===== src/rtl/branch_resolver.sv =====
// Branch resolution and direct-mapped prediction unit: resolves the ID-stage
// branch, redirects fetch on a mispredict, and trains a 2-bit counter/target table.
module branch_resolver #(
  parameter int unsigned BHT_ENTRIES = 16
) (
  input  logic        clock,
  input  logic        reset_n,
  input  logic [31:0] if_pc,
  output logic        pred_taken,
  output logic [31:0] pred_target,
  input  logic        id_valid,
  input  logic [31:0] id_pc,
  input  logic [31:0] id_target,
  input  logic        id_pred_taken,
  input  logic [31:0] id_pred_target,
  input  logic        compout,
  input  logic        stall,
  output logic        redirect,
  output logic [31:0] redirect_pc,
  output logic        flush,
  output logic [15:0] branch_count,
  output logic [15:0] mispredict_count
);

  localparam int unsigned IDX_W = $clog2(BHT_ENTRIES);
  localparam int unsigned PC_W  = 32;
  localparam int unsigned CNT_W = 16;
  localparam int unsigned CTR_W = 2;

  typedef enum logic [0:0] {
    ST_IDLE     = 1'b0,
    ST_REDIRECT = 1'b1
  } state_e;

  state_e state_q, state_d;

  logic [CTR_W-1:0] ctr_q   [BHT_ENTRIES];
  logic             valid_q [BHT_ENTRIES];
  logic [PC_W-1:0]  tgt_q   [BHT_ENTRIES];

  logic [PC_W-1:0]  redirect_pc_q, redirect_pc_d;
  logic [CNT_W-1:0] branch_count_q, branch_count_d;
  logic [CNT_W-1:0] mispredict_count_q, mispredict_count_d;

  logic [IDX_W-1:0] if_idx, id_idx;
  logic [CTR_W-1:0] ctr_old, ctr_d;
  logic             accept, mispredict;
  logic [PC_W-1:0]  actual_pc;

  // Only the index bits of either PC address the table; the rest are tag-free.
  logic unused_pc_bits;
  assign unused_pc_bits = ^{if_pc[PC_W-1:IDX_W+2], if_pc[1:0],
                            id_pc[PC_W-1:IDX_W+2], id_pc[1:0]};

  assign if_idx = if_pc[IDX_W+1:2];
  assign id_idx = id_pc[IDX_W+1:2];

  // Fetch lookup reads registered table state only.
  assign pred_taken  = valid_q[if_idx] & ctr_q[if_idx][1];
  assign pred_target = tgt_q[if_idx];

  assign accept     = id_valid && !stall && (state_q == ST_IDLE);
  assign actual_pc  = compout ? id_target : id_pc + PC_W'(4);
  assign mispredict = (compout != id_pred_taken) ||
                      (compout && (id_pred_target != id_target));

  always_comb begin
    ctr_old = ctr_q[id_idx];
    ctr_d   = ctr_old;
    if (compout && (ctr_old != 2'b11)) begin
      ctr_d = ctr_old + CTR_W'(1);
    end else if (!compout && (ctr_old != 2'b00)) begin
      ctr_d = ctr_old - CTR_W'(1);
    end
  end

  always_comb begin
    branch_count_d     = branch_count_q;
    mispredict_count_d = mispredict_count_q;
    redirect_pc_d      = redirect_pc_q;
    if (accept) begin
      if (branch_count_q != {CNT_W{1'b1}}) begin
        branch_count_d = branch_count_q + CNT_W'(1);
      end
      if (mispredict) begin
        redirect_pc_d = actual_pc;
        if (mispredict_count_q != {CNT_W{1'b1}}) begin
          mispredict_count_d = mispredict_count_q + CNT_W'(1);
        end
      end
    end
  end

  always_ff @(posedge clock or negedge reset_n) begin
    if (!reset_n) begin
      for (int i = 0; i < int'(BHT_ENTRIES); i++) begin
        ctr_q[i]   <= 2'b01;
        valid_q[i] <= 1'b0;
        tgt_q[i]   <= '0;
      end
    end else if (accept) begin
      ctr_q[id_idx]   <= ctr_d;
      valid_q[id_idx] <= 1'b1;
      if (compout) begin
        tgt_q[id_idx] <= id_target;
      end
    end
  end

  always_ff @(posedge clock or negedge reset_n) begin
    if (!reset_n) begin
      redirect_pc_q      <= '0;
      branch_count_q     <= '0;
      mispredict_count_q <= '0;
    end else begin
      redirect_pc_q      <= redirect_pc_d;
      branch_count_q     <= branch_count_d;
      mispredict_count_q <= mispredict_count_d;
    end
  end

  // Redirect FSM: state register.
  always_ff @(posedge clock or negedge reset_n) begin
    if (!reset_n) begin
      state_q <= ST_IDLE;
    end else begin
      state_q <= state_d;
    end
  end

  // Redirect FSM: next state; a stalled redirect is held until fetch can take it.
  always_comb begin
    state_d = state_q;
    case (state_q)
      ST_IDLE:     if (accept && mispredict) state_d = ST_REDIRECT;
      ST_REDIRECT: if (!stall)               state_d = ST_IDLE;
      default:                               state_d = ST_IDLE;
    endcase
  end

  // Redirect FSM: outputs decoded from the state register only.
  always_comb begin
    redirect = 1'b0;
    flush    = 1'b0;
    if (state_q == ST_REDIRECT) begin
      redirect = 1'b1;
      flush    = 1'b1;
    end
  end

  assign redirect_pc      = redirect_pc_q;
  assign branch_count     = branch_count_q;
  assign mispredict_count = mispredict_count_q;

endmodule


===== config.mk =====
export PLATFORM = sky130hd
export DESIGN_NAME = branch_resolver
export DESIGN_NICKNAME = d
export VERILOG_FILES = /design/src/rtl/branch_resolver.sv
export SDC_FILE = /design/constraint.sdc
export NUM_CORES = 1
export LEC_CHECK = 0
export CAP_MARGIN = 30
export CORE_ASPECT_RATIO = 0.7
export CORE_MARGIN = 5
export CORE_UTILIZATION = 50
export CTS_CLUSTER_SIZE = 16
export DETAILED_ROUTE_END_ITERATION = 16
export PLACE_DENSITY = 0.77
export SKIP_CTS_REPAIR_TIMING = 1
export SYNTH_ARGS = -nofsm -noshare
export SYNTH_HDL_FRONTEND = slang
export SYNTH_SLANG_ARGS = --single-unit

===== constraint.sdc =====
create_clock -name clock -period 2.6 [get_ports clock]
set_input_delay 0.52 -clock clock [delete_from_list [all_inputs] [get_ports clock]]
set_output_delay 0.52 -clock clock [all_outputs]
set_load 0.02 [all_outputs]

==> impl_metrics.env <==
export IMPL_grt_max_degree=70
export IMPL_slew_headroom_pct=53.6
export IMPL_final_util_pct=63.2
export IMPL_tightestPinTransition_ns=0.696
export IMPL_cts_made_buffers=58
export IMPL_critPathKind="reg -> out"
export IMPL_crit_path_cell_trace="mux4_2 -> mux4_2 -> buf_6"
export IMPL_drt_total_wl_um=81100
export IMPL_drc_errors=0
export IMPL_end_kind="primary output"
export IMPL_holdWs_ns=0.468
export IMPL_setup_tns_ns=-4.32
export IMPL_port_buffers=204
export IMPL_crit_family="multiplexers"
export IMPL_cpMostUsedCell="mux4_2"
export IMPL_netlist_top_cells_count="dfrtp_1, mux2_2, mux4_2, clkbuf_1, nand2_1"
export IMPL_place_area_sq_mm=0.0342
export IMPL_grt_pass1_vias=19800
export IMPL_final_setup_worst_slack_ns=-0.152
export IMPL_p_leak_nw=17.1
export IMPL_drtIter0Drc=1570
export IMPL_syn_area_per_cell_sq_um=14.9
export IMPL_fp_dieW_um=300
export IMPL_post_place_ws_ns=-1.02
export IMPL_drv_slew=0
export IMPL_crit_buf_inv=1
export IMPL_cts_tree="done"
export IMPL_setup_viol=49
export IMPL_crit_arrival_ns=2.23
export IMPL_final_cells=3128
export IMPL_status="complete, but fails checks"
export IMPL_path_depth=3
export IMPL_dr_total_vias=18700
export IMPL_holdPathStages=1
export IMPL_netlist_cell_type_count=54
export IMPL_synth_area_leader_cell="dfrtp_1"
export IMPL_skew_ns=0.0172
export IMPL_fmax_mhz=363
export IMPL_worst_skew_pair_late_latency_ns=0.61
export IMPL_cts_sinks=625
export IMPL_start_kind="flip-flop"
export IMPL_synth_seq_cells=625
export IMPL_fin_crit_ns=2.75
export IMPL_syn_nets=2114
export IMPL_violations="negative setup slack"
export IMPL_drt_pass1_iter_count=5
export IMPL_initial_core_util_pct=50.4
export IMPL_grt_ovfl_total=0
export IMPL_hpwl_um=53500
export IMPL_max_cap_violations=0
export IMPL_synth_most_common_cell="dfrtp_1"
export IMPL_syn_instance_count=1972
export IMPL_die_h_um=213
export IMPL_design_core_area_sq_mm=0.0582
export IMPL_place_inst=2993
export IMPL_crit_path_max_fanout=2
export IMPL_stdcell_area_sq_mm=0.0368
export IMPL_area_delta_synth_final_pct=25.3
export IMPL_synth_edf_count=0
export IMPL_synth_area_sq_mm=0.0294
export IMPL_nNetsFinal=2462
export IMPL_hp_class="reg -> reg"
export IMPL_ant_nets=0
export IMPL_ys_async_sr_fraction_pct=100
export IMPL_drive_gt1_share_pct=50.5
export IMPL_clkSlewWorstSetupHoldPaths_ns=0.07
export IMPL_antenna_found_initial=0
export IMPL_ys_seq_area_share_pct=53.3
export IMPL_worstRegToRegCells=11
export IMPL_row_count=74
export IMPL_ioPinCount=233
export IMPL_synthTopCellsByArea="dfrtp_1, mux2_2, mux4_2"
export IMPL_grtUsageTotal_pct=24.6
export IMPL_slowest_delay_ns=0.58
export IMPL_power_mw=26.2
export IMPL_place_congestion=0.872
export IMPL_power_density_mw_per_mm2=713
export IMPL_cp_required_ns=2.08
export IMPL_yosysTopAreaCellShare_pct=51.9
export IMPL_root_buffer="clkbuf_16"
export IMPL_dieArea_sq_mm=0.0637
export IMPL_htree_levels=2
export IMPL_hold_viol=0
export IMPL_n_antenna_cell=0
export IMPL_detail_route_wl_per_cell_um=25.9
export IMPL_fin_crit_sh_pct=106
export IMPL_ys_warn_count=0
export IMPL_slowest_stage="mux4_2"
export IMPL_clockBufferDepth=3
export IMPL_rsz0062_at_grt="true"
export IMPL_worst_ir_drop_vdd_mv=0.640
export IMPL_grt_pass1_wl_um=121000
export IMPL_synth_main_ff_cell="dfrtp_1"
export IMPL_via_per_inst=5.99
## logic make-up (layout without fill, tap and decap cells)
kind of cell	Yosys count	count (layout)	synth area share (%)
flops	625	625	53.3
mux	747	747	35.1
buf+inv	187	582	2.88
xor+xnor	89	89	2.68
fa+ha+maj	8	8	0.341
compound gates	65	66	1.46
simple gates	251	251	4.25
## path summary, 6_finish.rpt
kind / start / endpoint / slack (ns)
setup / recovery: tgt_q[175] / pred_target[15] / -0.15
max in group asynchronous: reset_n / tgt_q[128] / 1.23
min in group asynchronous: reset_n / tgt_q[131] / 0.50
hold / removal: valid_q[9] / valid_q[9] / 0.47
hold reg to reg: valid_q[9] / valid_q[9] / 0.47
setup reg to reg: ctr_q[19] / ctr_q[23] / -0.11
## power by group
part	switching, mW	total [mW]	internal (mW)	leakage, nW
Sequential	0.819	12.0	11.2	8.26
Clock	3.84	9.08	5.24	0.992
Combinational	2.31	5.17	2.86	7.86
Total	6.96	26.2	19.3	17.1
## worst register-to-register path, delay by kind of cell, from the launching register on
kind	cells	cell delay, ns
buf+inv	1	0.10
mux	3	0.97
compound gates	5	0.95
fa+ha+maj	1	0.20
flops	1	0.39
simple gates	1	0.06
## state kept, by name (all words and copies together) (netlist names)
name	cells
branch_count	16
state_q	1
valid_q	16
ctr_q	32
tgt_q	512
mispredict_count	16
redirect_pc	32
## final cells by class
type	instances	area, sq um
clock inverter	28	422
inverter	11	41.3
timing repair buffer	463	5040
fill	4086	21500
clock buffer	80	1600
sequential	625	15700
tap	760	951
multi-input combinational	1161	13100
## layout by cell type, fill, tap and decap left out, types with 6 or more instances in the layout
cell type          n
dfrtp_1          609
xnor2_1           31
buf_6             37
clkinv_2          12
nand4_1           22
xor2_1            57
nor2_1            28
ha_1               6
bufinv_16          9
mux2_2           569
o21ai_2           10
buf_4            181
buf_16             7
nor3_1            19
nand2_1           91
clkbuf_16         65
nand3_2           16
inv_1             10
clkbuf_1          15
clkbuf_8           7
nand2b_1          17
dfstp_2           16
o21ai_0           29
buf_12            59
clkdlybuf4s50_1  163
nand3_1           19
mux4_2           164
and3_1             7
mux2i_1            6
nor4_1            12
## metal layers
metal | GRT usage, % | up-vias | wire length, um
met4 | 5.78 | 0 | 2050
met3 | 4.56 | 110 | 5280
met2 | 39.9 | 625 | 39000
met5 | 0 | - | 0
met1 | 35.2 | 10000 | 34800
li1 | - | 7952 | -
Note: power is estimated with default switching activity, not from simulation.
